==> config.mk <==
export PLATFORM = sky130hd
export DESIGN_NAME = alien_hit_scheduler
export DESIGN_NICKNAME = d
export VERILOG_FILES = /design/src/rtl/alien_hit_scheduler.sv
export SDC_FILE = /design/constraint.sdc
export NUM_CORES = 1
export LEC_CHECK = 0
export ABC_AREA = 1
export BUFFER_PORTS_ARGS = -buffer_cell sky130_fd_sc_hd__buf_4
export CORE_MARGIN = 1
export CORE_UTILIZATION = 45
export CTS_CLUSTER_DIAMETER = 50
export DETAILED_ROUTE_END_ITERATION = 12
export PLACE_DENSITY = 0.65
export SYNTH_ARGS = -nofsm -noshare
export SYNTH_HDL_FRONTEND = slang
export SYNTH_SLANG_ARGS = --single-unit
==> constraint.sdc <==
create_clock -name clk_master -period 4.43 [get_ports clk_master]
set_input_delay 1.1075 -clock clk_master [delete_from_list [all_inputs] [get_ports clk_master]]
set_output_delay 1.1075 -clock clk_master [all_outputs]
set_load 0.02 [all_outputs]
==> src/rtl/alien_hit_scheduler.sv <==
// Time-multiplexed collision scheduler: one shared bounding-box comparator swept over six aliens per frame.
// Optional `HIT_SCHED_TIMEOUT_EN adds a 15-cycle kill handshake timeout with a sticky kill_err flag.
module alien_hit_scheduler #(
  parameter int GRID_WIDTH       = 40,
  parameter int PROJECTILE_WIDTH = 14
) (
  input  logic       clk_master,
  input  logic       d_reset_n,
  input  logic       frame_tick,
  input  logic [9:0] aliens_x,
  input  logic [9:0] aliens_y,
  input  logic [5:0] alive_in,
  input  logic [9:0] projectile_x,
  input  logic [9:0] projectile_y,
  output logic       kill_valid,
  output logic [2:0] kill_index,
  input  logic       kill_ready,
  output logic       proj_clear,
  output logic       scan_done,
  output logic       busy,
  output logic [7:0] hit_count,
  output logic       kill_err
);

  typedef enum logic [1:0] {IDLE, SCAN, KILL, DONE} state_t;

  localparam logic [9:0] NO_PROJ = 10'h3FF;

  state_t     state, state_nxt;
  logic [2:0] idx, idx_nxt;
  logic [9:0] snap_x, snap_y, snap_px, snap_py;
  logic [5:0] snap_alive;

  logic [1:0]  col;
  logic        row;
  logic        alive_bit;
  logic [10:0] ax, ay, px, py;
  logic        hit;
  logic        accept;
  logic        timeout;

  // Geometry of the alien currently under the comparator; all sums are 11 bits so nothing wraps.
  always_comb begin
    // NOTE: every combinational output gets a default first so no path can infer a latch.
    col       = 2'd0;
    row       = 1'b0;
    alive_bit = 1'b0;
    case (idx)
      3'd0: begin col = 2'd0; row = 1'b0; alive_bit = snap_alive[0]; end
      3'd1: begin col = 2'd1; row = 1'b0; alive_bit = snap_alive[1]; end
      3'd2: begin col = 2'd2; row = 1'b0; alive_bit = snap_alive[2]; end
      3'd3: begin col = 2'd0; row = 1'b1; alive_bit = snap_alive[3]; end
      3'd4: begin col = 2'd1; row = 1'b1; alive_bit = snap_alive[4]; end
      3'd5: begin col = 2'd2; row = 1'b1; alive_bit = snap_alive[5]; end
      default: ;
    endcase
    ax  = {1'b0, snap_x} + 11'(col) * 11'(2 * GRID_WIDTH);
    ay  = {1'b0, snap_y} + (row ? 11'(2 * GRID_WIDTH) : 11'd0);
    px  = {1'b0, snap_px};
    py  = {1'b0, snap_py};
    hit = alive_bit
          && (py > ay) && (py < ay + 11'(GRID_WIDTH))
          && (px + 11'(PROJECTILE_WIDTH) > ax) && (px < ax + 11'(GRID_WIDTH));
  end

  assign kill_valid = (state == KILL);
  assign scan_done  = (state == DONE);
  assign busy       = (state != IDLE);
  assign accept     = (state == KILL) && kill_ready;

`ifdef HIT_SCHED_TIMEOUT_EN
  logic [3:0] wait_cnt;
  logic       err_q;

  assign timeout  = (state == KILL) && !kill_ready && (wait_cnt == 4'd14);
  assign kill_err = err_q;

  always_ff @(posedge clk_master or negedge d_reset_n) begin
    if (!d_reset_n) begin
      wait_cnt <= 4'd0;
      err_q    <= 1'b0;
    end else begin
      wait_cnt <= (state == KILL && !kill_ready) ? wait_cnt + 4'd1 : 4'd0;
      if (timeout) err_q <= 1'b1;
    end
  end
`else
  assign timeout  = 1'b0;
  assign kill_err = 1'b0;
`endif

  always_ff @(posedge clk_master or negedge d_reset_n) begin
    if (!d_reset_n) begin
      state <= IDLE;
      idx   <= 3'd0;
    end else begin
      // NOTE: sequential state uses non-blocking assignments so every register samples pre-edge values.
      state <= state_nxt;
      idx   <= idx_nxt;
    end
  end

  always_comb begin
    state_nxt = state;
    idx_nxt   = idx;
    case (state)
      IDLE: if (frame_tick) begin
        idx_nxt   = 3'd0;
        state_nxt = (projectile_x == NO_PROJ || projectile_y == NO_PROJ) ? DONE : SCAN;
      end
      SCAN: begin
        if (hit)               state_nxt = KILL;
        else if (idx == 3'd5)  state_nxt = DONE;
        else                   idx_nxt   = idx + 3'd1;
      end
      KILL: if (accept || timeout) state_nxt = DONE;
      DONE: state_nxt = IDLE;
      default: state_nxt = IDLE;
    endcase
  end

  // Snapshot and result registers; the snapshot is cleared on reset so a fresh scan never sees stale data.
  always_ff @(posedge clk_master or negedge d_reset_n) begin
    if (!d_reset_n) begin
      snap_x     <= 10'd0;
      snap_y     <= 10'd0;
      snap_px    <= 10'd0;
      snap_py    <= 10'd0;
      snap_alive <= 6'd0;
      kill_index <= 3'd0;
      proj_clear <= 1'b0;
      hit_count  <= 8'd0;
    end else begin
      if (state == IDLE && frame_tick) begin
        snap_x     <= aliens_x;
        snap_y     <= aliens_y;
        snap_px    <= projectile_x;
        snap_py    <= projectile_y;
        snap_alive <= alive_in;
      end
      if (state == SCAN && hit) kill_index <= idx;
      proj_clear <= accept;
      if (accept && hit_count != 8'hFF) hit_count <= hit_count + 8'd1;
    end
  end

endmodule

==> flow_summary.html <==
<table>
<tr><th>Metric</th><th>Value</th></tr>
<tr><th colspan="2">Critical path</th></tr>
<tr><td>Worst-case reg-to-reg path depth</td><td>23</td></tr>
<tr><td>Data arrival time at the worst-slack endpoint</td><td>3.75 ns</td></tr>
<tr><td>Worst r2r src</td><td>idx[0]$_DFFE_PN0P_</td></tr>
<tr><td>Termination of the worst setup path</td><td>state[1]$_DFFE_PN0P_</td></tr>
<tr><td>Critical Setup Path Class</td><td>flip-flop to flip-flop</td></tr>
<tr><td>R2r endpoint</td><td>state[1]$_DFFE_PN0P_</td></tr>
<tr><td>R2R setup slack</td><td>0.93 ns</td></tr>
<tr><td>First element of the critical path</td><td>idx[0]$_DFFE_PN0P_</td></tr>
<tr><td>Type of origin of the critical path</td><td>flip-flop</td></tr>
<tr><td>Critical path peak fanout</td><td>4</td></tr>
<tr><td>Type of element capturing the critical path</td><td>flip-flop</td></tr>
<tr><td>Endpoint required time on the critical path</td><td>4.68 ns</td></tr>
<tr><th colspan="2">Pwr</th></tr>
<tr><td>Areal power density over the cells</td><td>753.4 nW/um^2</td></tr>
<tr><td>Leak</td><td>2.883 nW</td></tr>
<tr><td>Worst IR drop on VDD</td><td>294.0 uV</td></tr>
<tr><th colspan="2">Synth</th></tr>
<tr><td>Yosys top cell by area</td><td>sky130_fd_sc_hd__dfrtp_1</td></tr>
<tr><td>Yosys reg bits</td><td>63</td></tr>
<tr><td>Sequential element share of the synthesized area</td><td>0.3524</td></tr>
<tr><td>Number of enable flip-flop cells after synthesis</td><td>0</td></tr>
<tr><td>Most frequent cell after synthesis</td><td>sky130_fd_sc_hd__nand2_1</td></tr>
<tr><td>Post-synthesis average cell area</td><td>8.148 sq um</td></tr>
<tr><td>Most instantiated cells after synthesis</td><td>134 x sky130_fd_sc_hd__nand2_1, 83 x sky130_fd_sc_hd__inv_1, 63 x sky130_fd_sc_hd__dfrtp_1</td></tr>
<tr><td>Post-synthesis cell area</td><td>4473 sq um</td></tr>
<tr><td>Synth unique cells</td><td>40</td></tr>
<tr><td>Net Count, Synth</td><td>657</td></tr>
<tr><td>Fraction of synthesized cell area taken by the top area cell type</td><td>0.3524</td></tr>
<tr><td>Largest cells by area after synthesis</td><td>sky130_fd_sc_hd__dfrtp_1 35%, sky130_fd_sc_hd__ha_1 16%, sky130_fd_sc_hd__nand2_1 11%</td></tr>
<tr><td>YS warnings</td><td>0</td></tr>
<tr><td>Proportion of synthesized flip-flops having asynchronous set or reset</td><td>1.000</td></tr>
<tr><td>Ys flop type</td><td>sky130_fd_sc_hd__dfrtp_1</td></tr>
<tr><td>Post-synthesis instance total</td><td>549</td></tr>
<tr><th colspan="2">Clocking</th></tr>
<tr><td>Clock tree from TritonCTS</td><td>done</td></tr>
<tr><td>Root Buffer</td><td>sky130_fd_sc_hd__clkbuf_8</td></tr>
<tr><td>Worst-skew pair later-pin latency</td><td>0.35 ns</td></tr>
<tr><td>Number of buffers inserted during clock tree synthesis</td><td>9</td></tr>
<tr><td>Clock input transition at the sequential cells of the worst setup and hold paths</td><td>0.07 ns</td></tr>
<tr><td>Clock buffer depth</td><td>2</td></tr>
<tr><td>Deepest level of the CTS H-tree</td><td>3</td></tr>
<tr><td>Clock sink count</td><td>63</td></tr>
<tr><td>Post-cts gate resize count</td><td>0</td></tr>
<tr><td>Number of post-CTS setup repair buffers</td><td>0</td></tr>
<tr><td>CTS Hold Buffers Added</td><td>0</td></tr>
<tr><th colspan="2">Timing</th></tr>
<tr><td>Part of the cycle the worst path needs</td><td>0.7907</td></tr>
<tr><td>Clk_skew</td><td>0.008642 ns</td></tr>
<tr><td>Setup tns final</td><td>0 ns</td></tr>
<tr><td>Number of hold violations in the final report</td><td>0</td></tr>
<tr><td>Max-slew violation total from the final report</td><td>0</td></tr>
<tr><td>Post-layout minimum cycle time</td><td>3.503 ns</td></tr>
<tr><td>Number of setup violations in the final report</td><td>0</td></tr>
<tr><td>Relative slew slack</td><td>0.4695</td></tr>
<tr><td>F_max</td><td>285.5 MHz</td></tr>
<tr><td>Setup repair after global routing missed its margin</td><td>false</td></tr>
<tr><td>Slew at the pin with the worst max-slew slack</td><td>0.7957 ns</td></tr>
<tr><th colspan="2">Drt</th></tr>
<tr><td>DR vias</td><td>3657</td></tr>
<tr><td>Wirelength per Cell</td><td>12.13 microns</td></tr>
<tr><td>DRC violation count after routing</td><td>0</td></tr>
<tr><td>Via density per instance</td><td>4.857</td></tr>
<tr><td>Number of detailed-routing iterations run before antenna repair</td><td>5</td></tr>
<tr><td>Total wire length</td><td>9133 microns</td></tr>
<tr><td>Post-detailed-route count of antenna-violating nets</td><td>0</td></tr>
<tr><td>Iteration-0 DRC count of the detailed router</td><td>107</td></tr>
<tr><th colspan="2">GRT</th></tr>
<tr><td>Number of global-route vias before repair</td><td>3516</td></tr>
<tr><td>Global-route wire length before repair</td><td>15610 microns</td></tr>
<tr><td>Congestion Overflow GR</td><td>0</td></tr>
<tr><td>Total global routing track utilization</td><td>0.1946</td></tr>
<tr><td>Antenna violations before repair</td><td>0</td></tr>
<tr><td>Pin count of the biggest net entering global routing</td><td>64</td></tr>
<tr><th colspan="2">Outcome</th></tr>
<tr><td>Result of the run</td><td>finished clean</td></tr>
<tr><th colspan="2">Floorplan</th></tr>
<tr><td>Die Area</td><td>10340 sq um</td></tr>
<tr><td>I/O pin count</td><td>66</td></tr>
<tr><td>Chip height</td><td>101.7 microns</td></tr>
<tr><td>Horizontal die dimension</td><td>101.7 microns</td></tr>
<tr><td>Standard-cell row count</td><td>36</td></tr>
<tr><td>Effective utilization at floorplan</td><td>0.4619</td></tr>
<tr><td>Area of the core</td><td>9684 sq um</td></tr>
<tr><th colspan="2">Cells and area</th></tr>
<tr><td>Final instance area</td><td>5275 sq um</td></tr>
<tr><td>Proportion of layout cells with a drive suffix above 1</td><td>0.2000</td></tr>
<tr><td>Final-stage net count</td><td>725</td></tr>
<tr><td>P&amp;R area growth vs syn</td><td>17.93%</td></tr>
<tr><td>Count of antenna diodes in the layout</td><td>0</td></tr>
<tr><th colspan="2">Placement</th></tr>
<tr><td>Half-perimeter wire length of the detailed placement result</td><td>7167 microns</td></tr>
<tr><td>Count of port buffers added during placement</td><td>64</td></tr>
<tr><td>Placed standard-cell area</td><td>5096 sq um</td></tr>
<tr><td>Weighted congestion reported at the end of routability-driven placement</td><td>0.8174</td></tr>
<tr><th colspan="2">Min path</th></tr>
<tr><td>Cell count of the worst hold path</td><td>1</td></tr>
<tr><td>Path category of the worst min-delay check</td><td>flip-flop to flip-flop</td></tr>
<tr><th colspan="2">Flow run</th></tr>
<tr><td>Max-cap violations</td><td>0</td></tr>
</table>
[registers in the layout, summed over array words and instances (netlist names)]
signal,flops
hit_count,8
idx,3
kill_index,3
proj_clear,1
snap_alive,6
snap_px,10
snap_py,10
snap_x,10
snap_y,10
state,2
[metal layers]
layer,part of all wire,wire length [microns],up-vias,GRT usage
met4,0.013,116,0,0.07023
met5,0,0,-,0
met1,0.45,4075,1701,0.2364
li1,-,-,1888,-
met2,0.50,4609,59,0.3384
met3,0.036,331,9,0.04210
[report_power, final]
part / switching, mW / internal (mW) / total [mW]
clock: 0.214 / 0.270 / 0.484
combinational: 1.41 / 1.04 / 2.44
sequential: 0.222 / 0.825 / 1.05
[area by class of cell]
| cell class | count | area [sq um] |
|---|---|---|
| Clock inverter | 1 | 30.03 |
| Clock buffer | 13 | 148.9 |
| Fill cell | 944 | 4409 |
| Inverter | 86 | 324.1 |
| Timing Repair Buffer | 65 | 488.0 |
| Multi-Input combinational cell | 392 | 2541 |
| Tap cell | 133 | 166.4 |
| Sequential cell | 63 | 1577 |
[cells in the final DEF, fill, tap and decap left out, types with 6 or more instances in the layout]
| master | synthesis | routed |
|---|---|---|
| sky130_fd_sc_hd__nand2_1 | 134 | 133 |
| sky130_fd_sc_hd__inv_1 | 83 | 83 |
| sky130_fd_sc_hd__buf_4 | 1 | 65 |
| sky130_fd_sc_hd__dfrtp_1 | 63 | 63 |
| sky130_fd_sc_hd__ha_1 | 57 | 57 |
| sky130_fd_sc_hd__nor2_1 | 39 | 39 |
| sky130_fd_sc_hd__a21oi_1 | 29 | 29 |
| sky130_fd_sc_hd__nand3_1 | 25 | 25 |
| sky130_fd_sc_hd__mux2_2 | 24 | 24 |
| sky130_fd_sc_hd__xor2_1 | 13 | 13 |
| sky130_fd_sc_hd__o21ai_0 | 12 | 12 |
| sky130_fd_sc_hd__xnor2_1 | 10 | 10 |
| sky130_fd_sc_hd__clkbuf_8 | 0 | 10 |
| sky130_fd_sc_hd__nand2_2 | 8 | 9 |
| sky130_fd_sc_hd__nand4_1 | 6 | 6 |
[metrics by stage]
stage	hold WS (ns)	setup WS, ns	power (mW)	cells	util
after floorplan	0.4798	1.303	2.917	549	-
after global placement	0.4841	1.007	3.413	739	0.5262
after detailed placement	0.4952	0.9490	3.510	739	0.5262
after CTS	0.5068	0.9297	4.020	753	0.5447
after global routing	0.5280	0.5993	4.447	753	0.5447
final	0.5003	0.9274	3.974	753	0.5447
[how the worst min path moves through the flow]
stage / from / end / slack (ns)
6_report: hit_count[7]$_DFFE_PN0P_ / hit_count[7]$_DFFE_PN0P_ / 0.50
5_1_grt: hit_count[5]$_DFFE_PN0P_ / hit_count[5]$_DFFE_PN0P_ / 0.53
4_1_cts: hit_count[5]$_DFFE_PN0P_ / hit_count[5]$_DFFE_PN0P_ / 0.51
2_1_floorplan: snap_alive[3]$_DFFE_PN0P_ / snap_alive[3]$_DFFE_PN0P_ / 0.48
3_5_place_dp: hit_count[7]$_DFFE_PN0P_ / hit_count[7]$_DFFE_PN0P_ / 0.50
3_3_place_gp: hit_count[5]$_DFFE_PN0P_ / hit_count[5]$_DFFE_PN0P_ / 0.48
[worst max-delay path, cell delays in order (launching register included)]
cell and delay [ns]:
sky130_fd_sc_hd__dfrtp_1 0.39, sky130_fd_sc_hd__inv_1 0.10, sky130_fd_sc_hd__ha_1 0.24, sky130_fd_sc_hd__nand2_1 0.09, sky130_fd_sc_hd__nand2_1 0.10, sky130_fd_sc_hd__ha_1 0.24, sky130_fd_sc_hd__fa_1 0.52, sky130_fd_sc_hd__a21oi_1 0.22
sky130_fd_sc_hd__xnor2_1 0.15, sky130_fd_sc_hd__ha_1 0.26, sky130_fd_sc_hd__nand2_1 0.10, sky130_fd_sc_hd__inv_1 0.05, sky130_fd_sc_hd__a21oi_1 0.13, sky130_fd_sc_hd__nand2_1 0.07, sky130_fd_sc_hd__nand2_1 0.06, sky130_fd_sc_hd__nand2_1 0.05
sky130_fd_sc_hd__nand2_1 0.05, sky130_fd_sc_hd__nand2_1 0.04, sky130_fd_sc_hd__nand2_1 0.15, sky130_fd_sc_hd__nand3_2 0.14, sky130_fd_sc_hd__nand2_2 0.10, sky130_fd_sc_hd__nand2_1 0.05, sky130_fd_sc_hd__nand2_1 0.05, sky130_fd_sc_hd__nand2_1 0.04
[cell families after synthesis]
logic type               after synthesis  synth area share
AO/OA/AOI/OAI                         52           0.06490
multiplexers                          24           0.06042
AND/OR/NAND/NOR                      233            0.2288
XOR/XNOR                              24           0.04867
adder cells (fa/ha/maj)               58            0.1639
flip-flops                            63            0.3524
other                                  1         0.0008384
buffers and inverters                 94           0.08000
Note: power is estimated with default switching activity, not from simulation.
